--- config.mk ---
export PLATFORM = sky130hd
export DESIGN_NAME = memory_arbiter_flat
export DESIGN_NICKNAME = d
export VERILOG_FILES = /design/src/rtl/memory_arbiter_pkg.sv /design/src/rtl/memory_arbiter_if.sv /design/src/rtl/rr_arbiter_2.sv /design/src/rtl/memory_arbiter.sv /design/src/flat_wrapper.sv
export SDC_FILE = /design/constraint.sdc
export NUM_CORES = 1
export LEC_CHECK = 0
export CORE_AREA = 10 10 89 72
export DETAILED_ROUTE_END_ITERATION = 7
export DIE_AREA = 0 0 99 82
export PLACE_DENSITY = 0.79
export SLEW_MARGIN = 30
export SYNTH_ARGS = -nofsm -noshare
export SYNTH_HDL_FRONTEND = slang
export SYNTH_SLANG_ARGS = --single-unit
--- constraint.sdc ---
create_clock -name clock -period 5.1 [get_ports clock]
set_input_delay 1.275 -clock clock [delete_from_list [all_inputs] [get_ports clock]]
set_output_delay 1.275 -clock clock [all_outputs]
set_load 0.02 [all_outputs]
--- src/rtl/memory_arbiter_pkg.sv ---
// Shared types and constants for the two-client memory arbiter.
package memory_arbiter_pkg;

    localparam int unsigned MEM_DATA_W = 8;
    localparam int unsigned MEM_ADDR_W = 3;

    localparam int unsigned         STAT_W   = 8;
    localparam logic [STAT_W-1:0]   STAT_MAX = '1;

    typedef enum logic [1:0] {
        IDLE   = 2'd0,
        ACCESS = 2'd1,
        RDWAIT = 2'd2,
        DONE   = 2'd3
    } state_e;

    // Saturating increment for the per-client grant counters.
    function automatic logic [STAT_W-1:0] sat_inc(input logic [STAT_W-1:0] v);
        return (v == STAT_MAX) ? v : v + STAT_W'(1);
    endfunction

endpackage

--- src/rtl/memory_arbiter_if.sv ---
// Client handshake and memory strobe bundle between the arbiter (slave) and its clients/memory (master).
interface memory_arbiter_if
    import memory_arbiter_pkg::*;
#(
    parameter int unsigned DATA_W = MEM_DATA_W,
    parameter int unsigned ADDR_W = MEM_ADDR_W
);

    logic              req0;
    logic              req1;
    logic              we0;
    logic              we1;
    logic [ADDR_W-1:0] addr0;
    logic [ADDR_W-1:0] addr1;
    logic [DATA_W-1:0] wdata0;
    logic [DATA_W-1:0] wdata1;

    logic              gnt0;
    logic              gnt1;
    logic              ack0;
    logic              ack1;
    logic [DATA_W-1:0] rdata;

    logic [DATA_W-1:0] mem_data;
    logic [ADDR_W-1:0] mem_address;
    logic              mem_cs;
    logic              mem_rE;
    logic              mem_wE;
    logic [DATA_W-1:0] mem_dataOut;

    modport slave (
        input  req0, req1, we0, we1, addr0, addr1, wdata0, wdata1, mem_dataOut,
        output gnt0, gnt1, ack0, ack1, rdata,
               mem_data, mem_address, mem_cs, mem_rE, mem_wE
    );

    modport master (
        output req0, req1, we0, we1, addr0, addr1, wdata0, wdata1, mem_dataOut,
        input  gnt0, gnt1, ack0, ack1, rdata,
               mem_data, mem_address, mem_cs, mem_rE, mem_wE
    );

endinterface

--- src/rtl/rr_arbiter_2.sv ---
// Combinational two-way round-robin pick: on a tie the client that did not win last time goes next.
module rr_arbiter_2 (
    input  logic req0,
    input  logic req1,
    input  logic last_gnt,
    output logic grant_valid,
    output logic winner
);

    always_comb begin
        grant_valid = req0 | req1;
        winner      = 1'b0;
        if (req0 && req1) begin
            winner = ~last_gnt;
        end else if (req1) begin
            winner = 1'b1;
        end
    end

endmodule

--- src/rtl/memory_arbiter.sv ---
// Round-robin arbiter/sequencer sharing one 8x8 memory between two req/ack clients.
// Optional grant counters are compiled in with MEMORY_ARBITER_STATS_EN.
module memory_arbiter
    import memory_arbiter_pkg::*;
#(
    parameter int unsigned DATA_W     = MEM_DATA_W,
    parameter int unsigned ADDR_W     = MEM_ADDR_W,
    parameter int unsigned RD_LATENCY = 1
) (
    input  logic                clock,
    input  logic                reset,
`ifdef MEMORY_ARBITER_STATS_EN
    output logic [STAT_W-1:0]   grant_cnt0,
    output logic [STAT_W-1:0]   grant_cnt1,
`endif
    memory_arbiter_if.slave     bus
);

    localparam int unsigned       WAIT_W    = 2;
    localparam logic [WAIT_W-1:0] WAIT_LAST = WAIT_W'(RD_LATENCY - 1);

    state_e            state, state_d;
    logic              last_gnt, last_gnt_d;
    logic              lat_client, lat_client_d;
    logic              lat_we, lat_we_d;
    logic [ADDR_W-1:0] lat_addr, lat_addr_d;
    logic [DATA_W-1:0] lat_data, lat_data_d;
    logic [WAIT_W-1:0] wait_cnt, wait_cnt_d;
    logic              rd_last;

    logic              arb_valid;
    logic              arb_winner;

    logic              gnt0_q, gnt1_q, ack0_q, ack1_q;
    logic              gnt0_d, gnt1_d, ack0_d, ack1_d;
    logic              mem_cs_q, mem_re_q, mem_we_q;
    logic              mem_cs_d, mem_re_d, mem_we_d;
    logic [ADDR_W-1:0] mem_addr_q, mem_addr_d;
    logic [DATA_W-1:0] mem_data_q, mem_data_d;
    logic [DATA_W-1:0] rdata_q, rdata_d;

    rr_arbiter_2 u_rr (
        .req0        (bus.req0),
        .req1        (bus.req1),
        .last_gnt    (last_gnt),
        .grant_valid (arb_valid),
        .winner      (arb_winner)
    );

    assign rd_last = (wait_cnt == WAIT_LAST);

    // State register and latched transaction.
    always_ff @(posedge clock or negedge reset) begin
        if (!reset) begin
            state      <= IDLE;
            last_gnt   <= 1'b1;
            lat_client <= 1'b0;
            lat_we     <= 1'b0;
            lat_addr   <= '0;
            lat_data   <= '0;
            wait_cnt   <= '0;
        end else begin
            state      <= state_d;
            last_gnt   <= last_gnt_d;
            lat_client <= lat_client_d;
            lat_we     <= lat_we_d;
            lat_addr   <= lat_addr_d;
            lat_data   <= lat_data_d;
            wait_cnt   <= wait_cnt_d;
        end
    end

    // Next-state; requests are only looked at in IDLE, the winner's fields are captured on grant.
    always_comb begin
        state_d      = state;
        last_gnt_d   = last_gnt;
        lat_client_d = lat_client;
        lat_we_d     = lat_we;
        lat_addr_d   = lat_addr;
        lat_data_d   = lat_data;
        wait_cnt_d   = wait_cnt;
        case (state)
            IDLE: begin
                if (arb_valid) begin
                    state_d      = ACCESS;
                    last_gnt_d   = arb_winner;
                    lat_client_d = arb_winner;
                    lat_we_d     = arb_winner ? bus.we1    : bus.we0;
                    lat_addr_d   = arb_winner ? bus.addr1  : bus.addr0;
                    lat_data_d   = arb_winner ? bus.wdata1 : bus.wdata0;
                end
            end
            ACCESS: begin
                state_d    = lat_we ? DONE : RDWAIT;
                wait_cnt_d = '0;
            end
            RDWAIT: begin
                if (rd_last) begin
                    state_d = DONE;
                end else begin
                    wait_cnt_d = wait_cnt + WAIT_W'(1);
                end
            end
            DONE: begin
                state_d = IDLE;
            end
            default: begin
                state_d = IDLE;
            end
        endcase
    end

    // Output decode from the upcoming state so every output leaves a flop.
    always_comb begin
        gnt0_d     = 1'b0;
        gnt1_d     = 1'b0;
        ack0_d     = 1'b0;
        ack1_d     = 1'b0;
        mem_cs_d   = 1'b0;
        mem_re_d   = 1'b0;
        mem_we_d   = 1'b0;
        mem_addr_d = '0;
        mem_data_d = '0;
        rdata_d    = rdata_q;
        if (state == RDWAIT && rd_last) begin
            rdata_d = bus.mem_dataOut;
        end
        case (state_d)
            ACCESS: begin
                mem_cs_d   = 1'b1;
                mem_addr_d = lat_addr_d;
                if (lat_we_d) begin
                    mem_we_d   = 1'b1;
                    mem_data_d = lat_data_d;
                end else begin
                    mem_re_d = 1'b1;
                end
            end
            RDWAIT: begin
                mem_cs_d   = 1'b1;
                mem_re_d   = 1'b1;
                mem_addr_d = lat_addr_d;
            end
            default: begin
            end
        endcase
        if (state_d != IDLE) begin
            gnt0_d = ~lat_client_d;
            gnt1_d = lat_client_d;
        end
        if (state_d == DONE) begin
            ack0_d = ~lat_client_d;
            ack1_d = lat_client_d;
        end
    end

    // Output registers; async reset drops every strobe immediately.
    always_ff @(posedge clock or negedge reset) begin
        if (!reset) begin
            gnt0_q     <= 1'b0;
            gnt1_q     <= 1'b0;
            ack0_q     <= 1'b0;
            ack1_q     <= 1'b0;
            mem_cs_q   <= 1'b0;
            mem_re_q   <= 1'b0;
            mem_we_q   <= 1'b0;
            mem_addr_q <= '0;
            mem_data_q <= '0;
            rdata_q    <= '0;
        end else begin
            gnt0_q     <= gnt0_d;
            gnt1_q     <= gnt1_d;
            ack0_q     <= ack0_d;
            ack1_q     <= ack1_d;
            mem_cs_q   <= mem_cs_d;
            mem_re_q   <= mem_re_d;
            mem_we_q   <= mem_we_d;
            mem_addr_q <= mem_addr_d;
            mem_data_q <= mem_data_d;
            rdata_q    <= rdata_d;
        end
    end

    assign bus.gnt0        = gnt0_q;
    assign bus.gnt1        = gnt1_q;
    assign bus.ack0        = ack0_q;
    assign bus.ack1        = ack1_q;
    assign bus.rdata       = rdata_q;
    assign bus.mem_cs      = mem_cs_q;
    assign bus.mem_rE      = mem_re_q;
    assign bus.mem_wE      = mem_we_q;
    assign bus.mem_address = mem_addr_q;
    assign bus.mem_data    = mem_data_q;

`ifdef MEMORY_ARBITER_STATS_EN
    // Counters step together with the ack they count.
    always_ff @(posedge clock or negedge reset) begin
        if (!reset) begin
            grant_cnt0 <= '0;
            grant_cnt1 <= '0;
        end else begin
            if (ack0_d) begin
                grant_cnt0 <= sat_inc(grant_cnt0);
            end
            if (ack1_d) begin
                grant_cnt1 <= sat_inc(grant_cnt1);
            end
        end
    end
`endif

endmodule
--- src/flat_wrapper.sv ---
// flat-port wrapper written by rule: the top's interface ports become plain ports
module memory_arbiter_flat import memory_arbiter_pkg::*;
#(
    parameter int unsigned DATA_W     = MEM_DATA_W,
    parameter int unsigned ADDR_W     = MEM_ADDR_W,
    parameter int unsigned RD_LATENCY = 1
)
  (clock, reset, bus_req0, bus_req1, bus_we0, bus_we1, bus_addr0, bus_addr1, bus_wdata0, bus_wdata1, bus_mem_dataOut, bus_gnt0, bus_gnt1, bus_ack0, bus_ack1, bus_rdata, bus_mem_data, bus_mem_address, bus_mem_cs, bus_mem_rE, bus_mem_wE);
  memory_arbiter_if #(.DATA_W(DATA_W), .ADDR_W(ADDR_W)) bus_i ();
  input  logic clock;
  input  logic reset;
  input wire logic [$bits(bus_i.req0)-1:0] bus_req0;
  input wire logic [$bits(bus_i.req1)-1:0] bus_req1;
  input wire logic [$bits(bus_i.we0)-1:0] bus_we0;
  input wire logic [$bits(bus_i.we1)-1:0] bus_we1;
  input wire logic [$bits(bus_i.addr0)-1:0] bus_addr0;
  input wire logic [$bits(bus_i.addr1)-1:0] bus_addr1;
  input wire logic [$bits(bus_i.wdata0)-1:0] bus_wdata0;
  input wire logic [$bits(bus_i.wdata1)-1:0] bus_wdata1;
  input wire logic [$bits(bus_i.mem_dataOut)-1:0] bus_mem_dataOut;
  output wire logic [$bits(bus_i.gnt0)-1:0] bus_gnt0;
  output wire logic [$bits(bus_i.gnt1)-1:0] bus_gnt1;
  output wire logic [$bits(bus_i.ack0)-1:0] bus_ack0;
  output wire logic [$bits(bus_i.ack1)-1:0] bus_ack1;
  output wire logic [$bits(bus_i.rdata)-1:0] bus_rdata;
  output wire logic [$bits(bus_i.mem_data)-1:0] bus_mem_data;
  output wire logic [$bits(bus_i.mem_address)-1:0] bus_mem_address;
  output wire logic [$bits(bus_i.mem_cs)-1:0] bus_mem_cs;
  output wire logic [$bits(bus_i.mem_rE)-1:0] bus_mem_rE;
  output wire logic [$bits(bus_i.mem_wE)-1:0] bus_mem_wE;
  assign bus_i.req0 = bus_req0;
  assign bus_i.req1 = bus_req1;
  assign bus_i.we0 = bus_we0;
  assign bus_i.we1 = bus_we1;
  assign bus_i.addr0 = bus_addr0;
  assign bus_i.addr1 = bus_addr1;
  assign bus_i.wdata0 = bus_wdata0;
  assign bus_i.wdata1 = bus_wdata1;
  assign bus_i.mem_dataOut = bus_mem_dataOut;
  assign bus_gnt0 = bus_i.gnt0;
  assign bus_gnt1 = bus_i.gnt1;
  assign bus_ack0 = bus_i.ack0;
  assign bus_ack1 = bus_i.ack1;
  assign bus_rdata = bus_i.rdata;
  assign bus_mem_data = bus_i.mem_data;
  assign bus_mem_address = bus_i.mem_address;
  assign bus_mem_cs = bus_i.mem_cs;
  assign bus_mem_rE = bus_i.mem_rE;
  assign bus_mem_wE = bus_i.mem_wE;
  memory_arbiter #(.DATA_W(DATA_W), .ADDR_W(ADDR_W), .RD_LATENCY(RD_LATENCY)) u_core (.clock(clock), .reset(reset), .bus(bus_i));
endmodule
==> results.toml <==
[run_status]
outcome = "finished clean"

[worst_setup_path]
crit_slowest_cell = "clkdlybuf4s50_1"
path_max_fanout = 16
cp_slowest_stage_delay_ns = 0.89
start_kind = "primary input"
reg2reg_slack_ns = 2.86
worst-path-buf-inv = 2
crit_type = "primary input to flip-flop"
reg2reg_to = "u_core.bus.mem_rE$_DFF_PN0_"
arrival_ns = 3.52
ff2ff_path_depth = 5
cp_top_family = "buffers and inverters"
worstPathRequired_ns = 5.33
endpoint_kind = "flip-flop"
crit_path_cell_trace = "clkdlybuf4s50_1 -> nor3_1 -> a22oi_1 -> inv_1 -> ha_1 -> nor2_1 -> o31a_1"
r2r_start = "u_core.state[0]$_DFF_PN0_"

[finish]
fin_nets = 280
final_cell_mix = "60 x clkdlybuf4s50_1, 43 x dfrtp_1, 19 x nand2_1, 18 x nor2b_1, 11 x o21a_1"
final_common_cell = "clkdlybuf4s50_1"
area_growth_pct = 35.4
drive_gt1_share_pct = 8.02
antennaDiodeCount = 0
fill_cells = 392
ff_latch_area_mm2 = 0.00110
multi_input_area_um2 = 837

[synth]
synth_seq_area_share_pct = 54.5
synth-main-ff-cell = "dfrtp_1"
yosysWarningCount = 0
avgSynthCellArea_um2 = 11.4
syn_area_mm2 = 0.00202
synth_cell_types = 32
synth_nets = 221
async_reset_ff_share_pct = 100
synthCells = 178
synth_seq_cells = 44
synth_edf_count = 0

[power]
p_leak_nw = 1.17
powerDensity_mw_per_mm2 = 595
vdd_ir_drop_max_v = 0.000351
finalPower_w = 0.00163

[cts]
root_buffer = "clkbuf_8"
cts_setup_buffers = 0
h-tree-depth = 2
ctsHoldBuffers = 0
cts-resized-gates = 0
clk_path_buf_depth = 2
cts.sinks = 44
cts_buffers = 5
clk_pin_slew_ns = 0.08
clk_latency_ns = 0.29
cts_tree = "done"

[timing]
finalHoldViolations = 0
finalMaxSlewViolations = 0
slew_headroom_pct = 56.7
min_period_ns = 3.29
skew_ns = 0.00571
tightestPinTransition_ns = 0.646
fin_setup_tns_ns = 0
max_freq_mhz = 304
setup_viol = 0
fin_crit_sh_pct = 64.5
rsz0062_at_grt = "no"

[global_route]
grt_pass1_vias = 1508
grt_max_degree = 45
antenna_found_initial = 0
grt-ovfl-total = 0
grt_usage_pct = 12.2
grt_pass1_wl_um = 7850

[detailed_routing]
wire_per_inst_um = 16.2
drtIter0Drc = 39
drc = 0
viasPerCell = 5.03
firstDrtPassIters = 4
ant_nets = 0
via_count = 1495
wl_um = 4810

[die]
die_area_mm2 = 0.00812
ios = 62
coreArea_mm2 = 0.00471
die-height_um = 82
start_util_pct = 43.0
row_count = 22
fp.dieW_um = 99

[run]
maxCapViolations = 0

[min_path]
hold_start = "u_core.lat_data[1]$_DFF_PN0_"
whs_path_depth = 1
worstHoldEndpoint = "u_core.lat_data[1]$_DFF_PN0_"
worstHoldPathType = "flip-flop to flip-flop"

[placed_design]
portBuffers = 61
dpl.hpwl_um = 3570
place_congestion = 0.792
-- cells in the mapped netlist, types with 6 or more instances --
| library cell | n | area, um^2 |
|---|---|---|
| ha_1 | 7 | 87.6 |
| o21a_1 | 11 | 82.6 |
| dfrtp_1 | 43 | 1080 |
| buf_2 | 6 | 30.0 |
| nor2_1 | 7 | 26.3 |
| mux2_2 | 8 | 90.1 |
| nand2_1 | 19 | 71.3 |
| a32oi_1 | 8 | 70.1 |
| inv_1 | 9 | 33.8 |
| a21oi_1 | 7 | 35.0 |
| and4_1 | 8 | 70.1 |
| nor2b_1 | 18 | 113 |
-- worst register-to-register path, cell delays in order, from the launching register on --
cell and delay [ns]:
dfrtp_1 0.41, inv_1 0.11, ha_1 0.55, o21a_1 0.63, nor2_1 0.15, o31a_1 0.28
-- flip-flops by register name, indices dropped and copies added (netlist names) --
signal / count
u_core.bus.mem_cs: 1
u_core.wait_cnt: 2
u_core.lat_data: 8
u_core.bus.rdata: 8
u_core.state: 2
u_core.bus.mem_rE: 1
u_core.bus.ack1: 1
u_core.lat_addr: 3
u_core.bus.mem_data: 8
u_core.bus.gnt1: 1
u_core.last_gnt: 1
u_core.bus.mem_address: 3
u_core.bus.gnt0: 1
u_core.bus.ack0: 1
u_core.lat_client: 1
u_core.lat_we: 1
u_core.bus.mem_wE: 1
-- kinds of logic (layout without fill, tap and decap cells) --
group	count (synthesis)	after routing	synth area share, %
AO/OA/AOI/OAI	40	40	15.3
multiplexers	11	11	5.94
AND/OR/NAND/NOR	58	58	15.8
buffers and inverters	18	77	4.08
flip-flops	44	44	54.5
adder cells (fa/ha/maj)	7	7	4.33
-- power breakdown --
group | total, W | internal [W] | switching, W | leakage, nW
sequential | 0.000572 | 0.000501 | 0.0000701 | 0.534
clock | 0.000202 | 0.0000926 | 0.000110 | 0.0400
combinational | 0.000854 | 0.000401 | 0.000453 | 0.599
total | 0.00163 | 0.000995 | 0.000632 | 1.17
-- through the flow --
| stage | hold WS [ns] | utilization [%] | cell area, um^2 | std cells | setup slack [ns] |
|---|---|---|---|---|---|
| after floorplan | 0.464 | - | 2020 | 178 | 2.53 |
| after global routing | 0.520 | 58.2 | 2740 | 297 | 1.53 |
| after detailed placement | 0.481 | 56.4 | 2650 | 290 | 1.55 |
| after CTS | 0.498 | 58.1 | 2740 | 297 | 1.85 |
| final | 0.496 | 58.2 | 2740 | 297 | 1.81 |
| after global placement | 0.475 | 56.4 | 2650 | 290 | 1.63 |
-- layout make-up --
type / count / share of cell area, %
repair buffers: 61 / 22.2
flip-flops and latches: 44 / 40.3
inverters: 9 / 1.23
clock inverters: 2 / 0.457
multi-input cells: 116 / 30.6
well taps: 60 / 2.74
clock buffers: 5 / 2.51
-- per-layer routing --
layer	track usage (%)	share of wire [%]	up-vias
met4	4.57	1.1	0
met5	0	0	-
li1	-	-	744
met3	4.95	6.8	5
met2	18.7	46	41
met1	15.3	46	705
-- how the worst max path moves through the flow --
stage | from | to | slack, ns | depth (start not counted)
2_1_floorplan | bus_req0 | u_core.bus.mem_rE$_DFF_PN0_ | 2.53 | 7
4_1_cts | bus_req0 | u_core.bus.mem_rE$_DFF_PN0_ | 1.85 | 7
6_report | bus_req0 | u_core.bus.mem_rE$_DFF_PN0_ | 1.81 | 7
5_1_grt | bus_req0 | u_core.bus.mem_rE$_DFF_PN0_ | 1.53 | 7
3_5_place_dp | bus_req0 | u_core.bus.mem_rE$_DFF_PN0_ | 1.55 | 7
3_3_place_gp | bus_req0 | u_core.bus.mem_rE$_DFF_PN0_ | 1.63 | 7
Note: power is estimated with default switching activity, not from simulation.
